[config.mk]
export PLATFORM = sky130hd
export DESIGN_NAME = fc2_output_decoder
export DESIGN_NICKNAME = d
export VERILOG_FILES = /design/src/rtl/snn_pkg.sv /design/src/rtl/fc2_output_decoder.sv
export SDC_FILE = /design/constraint.sdc
export NUM_CORES = 1
export LEC_CHECK = 0
export BUFFER_PORTS_ARGS = -buffer_cell sky130_fd_sc_hd__buf_2
export CELL_PAD_IN_SITES_DETAIL_PLACEMENT = 1
export CELL_PAD_IN_SITES_GLOBAL_PLACEMENT = 1
export CORE_ASPECT_RATIO = 0.8
export CORE_MARGIN = 5
export CORE_UTILIZATION = 50
export CTS_CLUSTER_SIZE = 25
export DETAILED_ROUTE_END_ITERATION = 10
export PLACE_DENSITY_LB_ADDON = 0.3
export SYNTH_ARGS = -nofsm -noshare
export SYNTH_HDL_FRONTEND = slang
export SYNTH_SLANG_ARGS = --single-unit
[constraint.sdc]
create_clock -name clk -period 9 [get_ports clk]
set_input_delay 0.45 -clock clk [delete_from_list [all_inputs] [get_ports clk]]
set_output_delay 0.45 -clock clk [all_outputs]
set_load 0.02 [all_outputs]
[src/rtl/snn_pkg.sv]
// Shared definitions for the SNN datapath: FC2 fixed-point format defaults and
// the state encoding of the output decoder.
package snn_pkg;

    localparam int FC2_WIDTH = 24;
    localparam int FC2_FRAC  = 17;

    typedef enum logic [1:0] {
        IDLE  = 2'd0,
        ACCUM = 2'd1,
        SCAN  = 2'd2,
        DONE  = 2'd3
    } dec_state_t;

endpackage

[src/rtl/fc2_output_decoder.sv]
// Accumulates FC2 outputs over all timesteps of a frame, then scans the
// accumulators one per cycle to pick the winning class (ties go to the lowest index).
module fc2_output_decoder
    import snn_pkg::*;
#(
    parameter int WIDTH     = FC2_WIDTH,
    parameter int FRAC      = FC2_FRAC,
    parameter int NODES     = 10,
    parameter int TIMESTEPS = 8
) (
    input  logic                                        clk,
    input  logic                                        reset,
    input  logic                                        start,
    input  logic                                        in_valid,
    input  logic signed [WIDTH-1:0]                     fc_in [0:NODES-1],
    output logic                                        busy,
    output logic                                        done,
    output logic [$clog2(NODES)-1:0]                    class_id,
    output logic signed [WIDTH+$clog2(TIMESTEPS)-1:0]   class_score
);

    localparam int ACC_W  = WIDTH + $clog2(TIMESTEPS);
    localparam int IDX_W  = $clog2(NODES);
    localparam int STEP_W = $clog2(TIMESTEPS + 1);

    localparam logic [STEP_W-1:0] LAST_STEP = STEP_W'(TIMESTEPS - 1);
    localparam logic [IDX_W-1:0]  LAST_IDX  = IDX_W'(NODES - 1);

    // FRAC only documents the Q format; a format without integer bits is a configuration error.
    if (FRAC >= WIDTH || TIMESTEPS < 2 || NODES < 2) begin : g_param_check
        $error("fc2_output_decoder: illegal parameter combination");
    end

    dec_state_t               state;
    logic signed [ACC_W-1:0]  acc [0:NODES-1];
    logic [STEP_W-1:0]        step_cnt;
    logic [IDX_W-1:0]         scan_idx;
    logic [IDX_W-1:0]         best_idx;
    logic signed [ACC_W-1:0]  best;
    logic signed [ACC_W-1:0]  cand;
    logic signed [ACC_W-1:0]  seed;
    logic                     cand_wins;

    // The seed uses acc[0] including the final sample, since it lands on the same edge.
    always_comb begin
        cand      = acc[scan_idx];
        seed      = acc[0] + ACC_W'(fc_in[0]);
        cand_wins = (cand > best);
    end

    assign busy = (state != IDLE);
    assign done = (state == DONE);

    always_ff @(posedge clk or negedge reset) begin
        if (!reset) begin
            state       <= IDLE;
            step_cnt    <= '0;
            scan_idx    <= '0;
            best_idx    <= '0;
            best        <= '0;
            class_id    <= '0;
            class_score <= '0;
            for (int i = 0; i < NODES; i++) begin
                acc[i] <= '0;
            end
        end else if (start) begin
            state    <= ACCUM;
            step_cnt <= '0;
            for (int i = 0; i < NODES; i++) begin
                acc[i] <= '0;
            end
        end else begin
            case (state)
                ACCUM: begin
                    if (in_valid) begin
                        for (int i = 0; i < NODES; i++) begin
                            acc[i] <= acc[i] + ACC_W'(fc_in[i]);
                        end
                        step_cnt <= step_cnt + 1'b1;
                        if (step_cnt == LAST_STEP) begin
                            state    <= SCAN;
                            scan_idx <= '0;
                            best     <= seed;
                            best_idx <= '0;
                        end
                    end
                end
                SCAN: begin
                    if (cand_wins) begin
                        best     <= cand;
                        best_idx <= scan_idx;
                    end
                    // The last comparison is folded straight into the published result.
                    if (scan_idx == LAST_IDX) begin
                        state       <= DONE;
                        class_id    <= cand_wins ? scan_idx : best_idx;
                        class_score <= cand_wins ? cand : best;
                    end else begin
                        scan_idx <= scan_idx + 1'b1;
                    end
                end
                DONE: begin
                    state <= IDLE;
                end
                default: begin
                    state <= IDLE;
                end
            endcase
        end
    end

endmodule

* Word-level counts from Yosys, hierarchy flattened *
Index checks and enable logic that the tools add are counted.

operators by class
  bitwise operators = 2
  muxes and demuxes = 24
  equal/unequal tests = 11
  $add $sub $neg = 12
  reduce and logical (&&, ||, !) cells = 9
  magnitude comparators = 2

operators with widths
  operator                                                  count
  two-way mux 270 bit                                       3
  adder 27 x 24 -> 27 bit                                   10
  two-way mux 27 bit                                        5
  binary-select mux 27 bit (select 4 bit)                   1
  case mux 27 bit (2 select lines)                          1
  two-way mux 4 bit                                         7
  > comparator 27 bit                                       1
  case mux 4 bit (2 select lines)                           2
  inequality test 3 bit, second input constant              3
  adder 4 x 1 -> 4 bit, second input constant               2
  two-way mux 2 bit                                         4
  nonzero test 2 bit                                        4
  inequality test 2 bit, second input constant              3
  AND reduction 3 bit                                       2
  greater-or-equal comparator 5 bit, second input constant  1
  inverter 4 -> 5 bit                                       1
  AND reduction 5 bit                                       1
  equality test 2 bit, second input constant                2
  equality test 4 x 3 -> 1 bit, second input constant       1
  equality test 4 bit, second input constant                1
  case mux 2 bit (2 select lines)                           1
  AND reduction 4 bit                                       1
  equality test 2 x 1 -> 1 bit, second input constant       1
  AND reduction 2 bit                                       1
  inverter 1 bit                                            1

storage, ports and cells
  bits in registers = 342
  word-level logic and storage cells = 77

* Depth between registers and ports, before layout *
Gate-level depths: netlist (run 1).

  depth after elaboration = 7
  mapped depth = 19
  gate-level depth less buffers = 15

* Least setup slack after synthesis (run 1) *
Ideal clock, no wire load.

  kind = register to register
  from = reg scan_idx[0]
  to = reg best[0]
  period minus slack after synthesis = 4,509 ps
  path buffers = 5
  required time = 8,874 ps
  data arrival time = 4,383 ps
  setup time = 126 ps
  stages on the path, launching flop included = 16
  setup slack = 4,491 ps
  cells stage by stage = dfrtp_1 > clkbuf_1 > buf_1 > clkbuf_1 > mux4_2 > a221oi_1 > nor2_1 > ha_1 > nand3_1 > or4_1 > or4_1 > o21ai_1 > buf_2 > buf_4 > nor3_1 > a221o_1

on the way
  longest elaborated chain between the ends = 7

RTL lines
  element                                                    RTL line                  text
  from (decl)                                                fc2_output_decoder.sv:37  logic [IDX_W-1:0] scan_idx;
  from (signal assigned)                                     fc2_output_decoder.sv:99  scan_idx <= scan_idx + 1'b1;
  inverter 4 -> 5 bit (not written as such) (*)              fc2_output_decoder.sv:46  cand = acc[scan_idx];
  binary-select mux 27 bit (select 4 bit) (*)                fc2_output_decoder.sv:46
  two-way mux 27 bit (not written as such) (*) (2 in a row)  fc2_output_decoder.sv:46
  > comparator 27 bit                                        fc2_output_decoder.sv:48  cand_wins = (cand > best);
  two-way mux 27 bit (*)                                     fc2_output_decoder.sv:89  if (cand_wins) begin
  case mux 27 bit (2 select lines) (*)                       fc2_output_decoder.sv:73  case (state)
  to (signal assigned)                                       fc2_output_decoder.sv:90  best <= cand;
  to (decl)                                                  fc2_output_decoder.sv:39  logic signed [ACC_W-1:0] best;

Every way passes the cells marked *; elsewhere a longest branch is shown, timed or not. The select of a mux whose other input is x is not followed.
A chain may end at the register's enable or synchronous reset.

* Final worst setup path (run 1) *
  from = reg scan_idx[0]
  to = reg best[7]

The elaborated chain is that of the path after synthesis.

==> results.cfg, run 1 <==
[synthesis]
synth_nets = 3860
ys_ff_latch = 342
ys_types = 87
ys_seq_area_share_pct = 30.1
synth_edf_count = 0
synth-async-reset-ratio_pct = 100
ys.flop_type = dfrtp_1
syn_area_per_cell_um2 = 8.59
synth_area_um2 = 28400
synth_warnings = 0
synthCells = 3312

[route]
wl_um = 114000
drc = 0
postRouteAntennaNets = 0
first_iter_violations = 2790
avgRoutedWirePerCell_um = 26.4
vias = 28200
dr.pass1.iters = 6
avgViaCountPerCell = 6.56

[clocking]
cts_max_path_buffers = 3
clk_pin_slew_ps = 60
numCtsBuffers = 41
clock-sinks = 342
insertion_delay_ps = 590
cts_resized = 0
cts.root.buffer_cell = clkbuf_16
cts_tree = done
htreeDepth = 2

[min_path]
min_from = fc_in[24]
hold_class = in -> reg

[floorplan]
io_pins = 277
row_count = 78
die_h_um = 223
die_x_um = 277
start_util_pct = 50.3
core_area_um2 = 56500
fp.dieArea_um2 = 61800

[grt]
grt_antenna_before_repair = 12
grt_overflow_total = 0
grt_pass1_vias = 28800
grt_max_degree = 152
track_usage_pct = 35.3
grt_pass1_wl_um = 174000

[critical_path]
crit_slowest_cell = dfrtp_4
path_delay_family = compound AO/OA/AOI/OAI gates
critPathRequiredTime_ps = 9410
end_kind = flop
cp_num_buf_inv = 2
startpoint = scan_idx[0]$_DFFE_PN0P_
cp_cell_sequence = buf_4 > mux4_2 > a221oi_1 > nor2_1 > ha_1 > a21o_1 > a21o_1 > a21oi_1 > o2111a_1 > o221ai_1 > o21ai_4 > nor2_1 > buf_4 > a22oi_1 > o21ai_0
crit_type = reg -> reg
critPathArrivalTime_ps = 6140
reg2reg_from = scan_idx[0]$_DFFE_PN0P_
worstPathMaxFanout = 53
critPathMaxStageDelay_ps = 1110
cp-start-kind = flop

[placement]
port_buffers = 276
dp_hpwl_um = 85400
gp_congestion = 0.982

[cells_and_area]
nets = 4051
area_delta_synth_final_pct = 12.5
final.fill_count = 6726
drive_gt1_share_pct = 13.8

[pwr]
power.density_nw_per_um2 = 291
power_mw = 9.31
leakage_nw = 15.4
irDropWorstVdd_uv = 168

[timing]
skew_ps = 29.2
setup-violations-final = 0
rsz0062_at_grt = no
tns_ps = 0
timing.fmax_mhz = 175
period_needed_ps = 5730
worst_pin_slew_ps = 1110
max-slew-margin-rel_pct = 25.6
slew_viol_final = 0
hold_viol = 0
period_share_pct = 63.6

[outcome]
status = complete, no violations

[run]
drv_cap = 0
-- worst min-delay path, delay by kind of cell --
family / cells / cell delay (ps)
fa+ha+maj: 1 / 120
compound gates: 1 / 120
buf+inv: 1 / 80
simple gates: 1 / 50
-- registers in the layout, summed over array words and instances, names as in the netlist --
| signal | cells |
|---|---|
| best | 27 |
| step_cnt | 4 |
| class_id | 4 |
| scan_idx | 4 |
| class_score | 27 |
| acc | 270 |
| best_idx | 4 |
| state | 2 |
-- placed cells by master (no fill, tap or decap), types with 22 or more instances in the layout --
cell type | Yosys | routed
a211oi_1 | 45 | 45
a21o_1 | 126 | 126
a21oi_1 | 364 | 363
a221oi_1 | 28 | 28
a31oi_1 | 38 | 38
and3_1 | 22 | 22
buf_2 | 6 | 274
clkbuf_16 | 0 | 43
dfrtp_1 | 342 | 340
ha_1 | 294 | 294
inv_1 | 92 | 92
mux2_2 | 30 | 30
mux4_2 | 54 | 54
nand2_1 | 469 | 467
nand2b_1 | 27 | 27
nand3_1 | 56 | 55
nand4_1 | 26 | 26
nor2_1 | 226 | 223
nor2b_1 | 24 | 24
nor3_1 | 34 | 34
o211ai_1 | 24 | 24
o21a_1 | 43 | 43
o21ai_0 | 224 | 224
o21ai_1 | 23 | 22
o21bai_1 | 32 | 32
xnor2_1 | 119 | 119
xor2_1 | 94 | 94
-- worst paths after layout --
| path | endpoint | slack [ps] | cells past startpoint |
|---|---|---|---|
| min in group asynchronous | acc[82]$_DFFE_PN0P_ | 470 | 2 |
| worst max-delay path | best[7]$_DFFE_PN0P_ | 3270 | 15 |
| worst max register to register | best[7]$_DFFE_PN0P_ | 3270 | 15 |
| max in group asynchronous | scan_idx[0]$_DFFE_PN0P_ | 6910 | 3 |
| worst min register to register | class_id[0]$_DFFE_PN0P_ | 480 | 2 |
| worst min-delay path | acc[27]$_DFFE_PN0P_ | 290 | 4 |
-- what timing repair did --
item | in CTS | in global routing
hold buffers | 1 | 0
hold endpoints to repair | 81 | 0
setup endpoints to repair | 0 | 0
buffers inserted | 0 | 0
-- cells in the mapped netlist, types with 26 or more instances --
cell type	instances	area, µm²
ha_1	294	3680
a211oi_1	45	338
inv_1	92	345
o21a_1	43	323
a21o_1	126	946
mux4_2	54	1220
xor2_1	94	823
nand2_1	469	1760
a21oi_1	364	1820
nand3_1	56	280
mux2_2	30	338
clkbuf_1	132	495
a221oi_1	28	245
xnor2_1	119	1040
o21ai_0	224	1120
nand2b_1	27	169
dfrtp_1	342	8560
o21bai_1	32	240
nor2_1	226	848
nand4_1	26	163
nor3_1	34	170
a31oi_1	38	238
-- metal layers --
metal  wire (µm)  share of wire (%)  vias up  global-route usage (%)
li1            -                  -    12600                       -
met1       49600                 44    14200                    49.8
met2       50700                 45     1188                    55.0
met3        9470                8.3      205                    6.66
met4        3920                3.5        2                    11.7
met5          13              0.011        -                       0
-- logic make-up (layout without fill, tap and decap cells) --
group	after synthesis	count (layout)	share of synthesized area (%)
AO/OA/AOI/OAI	1129	1129	25.2
XOR/XNOR	213	213	6.56
adder cells (fa/ha/maj)	304	304	13.6
buffers and inverters	241	463	3.22
flip-flops	342	342	30.1
multiplexers	89	89	5.64
other	0	9	0
AND/OR/NAND/NOR	994	994	15.6
-- metrics by stage --
stage / setup WS (ps) / hold slack (ps) / instance area [µm²] / instances / util, %
floorplan: 4490 / 154 / 28400 / 3312 / -
global placement: 3410 / 483 / 30400 / 4219 / 53.9
detailed placement: 3250 / 470 / 30400 / 4219 / 53.9
CTS: 3230 / 253 / 32000 / 4294 / 56.6
global route: 2890 / 291 / 32000 / 4299 / 56.6
finish: 3270 / 286 / 32000 / 4303 / 56.6
-- layout make-up --
cell class	count	area (µm²)	share of cell area (%)
multi-input cells	2729	19000	59.4
flip-flops and latches	342	8560	26.8
repair buffers	296	1580	4.92
clock buffers	58	1250	3.91
well taps	760	951	2.97
inverters	93	349	1.09
clock inverters	16	264	0.825
diodes	9	22.5	0.0704
-- power by group --
| group | leakage (nW) | internal, mW | switching, mW | total, mW |
|---|---|---|---|---|
| logic | 10.0 | 1.93 | 2.92 | 4.85 |
| registers | 4.59 | 1.93 | 0.616 | 2.54 |
| clock network | 0.747 | 1.17 | 0.746 | 1.91 |
Note: power is estimated with default switching activity, not from simulation.
==> inputs of run 2 (changes only) <==
--- a/config.mk
+++ b/config.mk
@@ -10,7 +10,7 @@
 export CELL_PAD_IN_SITES_GLOBAL_PLACEMENT = 1
 export CORE_ASPECT_RATIO = 0.8
 export CORE_MARGIN = 5
-export CORE_UTILIZATION = 50
+export CORE_UTILIZATION = 47
 export CTS_CLUSTER_SIZE = 25
 export DETAILED_ROUTE_END_ITERATION = 10
 export PLACE_DENSITY_LB_ADDON = 0.3
==> constraint.sdc (replaced) <==
create_clock -name clk -period 5.7 [get_ports clk]
set_input_delay 0.285 -clock clk [delete_from_list [all_inputs] [get_ports clk]]
set_output_delay 0.285 -clock clk [all_outputs]
set_load 0.02 [all_outputs]
==> run 2 against run 1 <==
Compared with the run above:
- fmax increased by 13%
- critical path depth decreased by 2
- sequential power rose by 57%
- setup slack worse by 2600 ps
- wire length about the same
- highest routed layer unchanged
- final cell count up 0.58%
- clock-buffer cell count is 3 higher
- critical endpoint is now best[26]$_DFFE_PN0P_
- clock power rose by 66%
==> results.cfg, run 2 (synthesis gave the netlist of run 1 again) <==
[outcome]
status = complete, no violations

[timing]
worst_pin_slew_ps = 1190
hold_viol = 0
period_needed_ps = 5050
setup-violations-final = 0
max-slew-margin-rel_pct = 18.8
skew_ps = 14.6
timing.fmax_mhz = 198
slew_viol_final = 0
tns_ps = 0
rsz0062_at_grt = no
period_share_pct = 88.6
worst_slack_ps = 650

[placement]
place_area_um2 = 30500
port_buffers = 276
dp_cells = 4245
post-place-ws_ps = 783
gp_congestion = 1.02
dp_hpwl_um = 87000

[cells_and_area]
final.fill_count = 7010
area_delta_synth_final_pct = 13.0
mostFrequentLayoutCells = 467 x nand2_1, 363 x a21oi_1, 340 x dfrtp_1
drive_gt1_share_pct = 13.9
max_flop_register = acc
largest_reg_flops = 270
reg.largest.list = acc x270, best x27, class_score x27
nets = 4059
instances_no_fill = 4328
final_common_cell = nand2_1
fin_area_um2 = 32100

[critical_path]
worstPathMaxFanout = 64
reg2reg_from = scan_idx[0]$_DFFE_PN0P_
crit_type = reg -> reg
startpoint = scan_idx[0]$_DFFE_PN0P_
end_kind = flop
critPathRequiredTime_ps = 6130
critPathArrivalTime_ps = 5480
cp-start-kind = flop

[grt]
grt_max_degree = 111
track_usage_pct = 33.4
grt_pass1_wl_um = 173000
grt_overflow_total = 0
grt_pass1_vias = 29300
grt_antenna_before_repair = 6

[clocking]
holdBufCountCts = 1
numCtsBuffers = 42
insertion_delay_ps = 590
clk_pin_slew_ps = 60
cts.root.buffer_cell = clkbuf_16
post-cts-setup-buffers = 0
htreeDepth = 2
cts_max_path_buffers = 3
cts_tree = done
cts_resized = 0
clock-sinks = 342

[route]
drc = 0
first_iter_violations = 2469
postRouteAntennaNets = 0
wl_um = 114000
avgViaCountPerCell = 6.52
avgRoutedWirePerCell_um = 26.3
dr.pass1.iters = 7
vias = 28200

[pwr]
p_sw_mw = 6.77
irDropWorstVdd_uv = 357
clkPwrFrac_pct = 21.3
swShare_pct = 45.6
power.density_nw_per_um2 = 462
leakage_nw = 15.4
power_frac_seq_pct = 27.0
power.internal_mw = 8.07
combPwrFrac_pct = 51.7
power_mw = 14.8

[floorplan]
start_util_pct = 47.6
row_count = 80
io_pins = 277
core_area_um2 = 59800
die_h_um = 230
die_x_um = 285
fp.dieArea_um2 = 65500

[min_path]
min_from = start
hold_class = in -> reg

[run]
drv_cap = 0
[run 2: layout make-up]
type | instances | area [µm²] | area share, %
multi-input combinational | 2729 | 19000 | 59.2
sequential | 342 | 8560 | 26.7
timing repair buffer | 303 | 1620 | 5.03
clock buffer | 61 | 1290 | 4.00
tap | 779 | 975 | 3.03
inverter | 93 | 349 | 1.09
clock inverter | 17 | 319 | 0.993
antenna | 4 | 10.0 | 0.0312
[run 2: power groups by stage]
stage / Clock, mW / Sequential, mW / Combinational (mW)
2_1_floorplan: 0 / 3.41 / 5.63
3_3_place_gp: 0 / 3.96 / 6.96
3_5_place_dp: 0 / 3.98 / 7.43
4_1_cts: 3.18 / 3.94 / 7.54
5_1_grt: 3.28 / 4.03 / 8.38
6_report: 3.17 / 4.00 / 7.67
[run 2: final timing paths]
check                                          end  slack [ps]  cells past startpoint
max                           best[26]$_DFFE_PN0P_         650                     13
min                            acc[43]$_DFFE_PN0P_          90                      2
max reg2reg                   best[26]$_DFFE_PN0P_         650                     13
min reg2reg                class_id[2]$_DFFE_PN0P_         490                      2
max in group asynchronous  scan_idx[0]$_DFFE_PN0P_        3720                      3
min in group asynchronous      acc[82]$_DFFE_PN0P_         340                      2
[run 2: critical path, stage by stage, from the launching register on]
cell	delay, ps
dfrtp_4	690
buf_4	350
mux4_2	540
a221oi_1	430
nor2_1	180
ha_1	340
nand3_1	110
or4_1	570
or4_1	540
o21ai_4	110
buf_4	560
nor4_1	110
a31oi_1	170
o221ai_1	120
[run 2: stage by stage]
stage	hold slack (ps)	utilization (%)
after floorplan	-10.6	-
after global placement	429	51.0
after detailed placement	431	51.0
after CTS	74.1	53.7
after global routing	101	53.7
final	85.6	53.8
[run 2: routing by layer]
layer / GRT usage (%) / wire (µm) / vias to the layer above
met5: 0 / 59 / -
met4: 13.5 / 5180 / 10
met3: 7.77 / 9720 / 263
met2: 53.2 / 51100 / 1112
met1: 44.1 / 47700 / 14200
li1: - / - / 12600
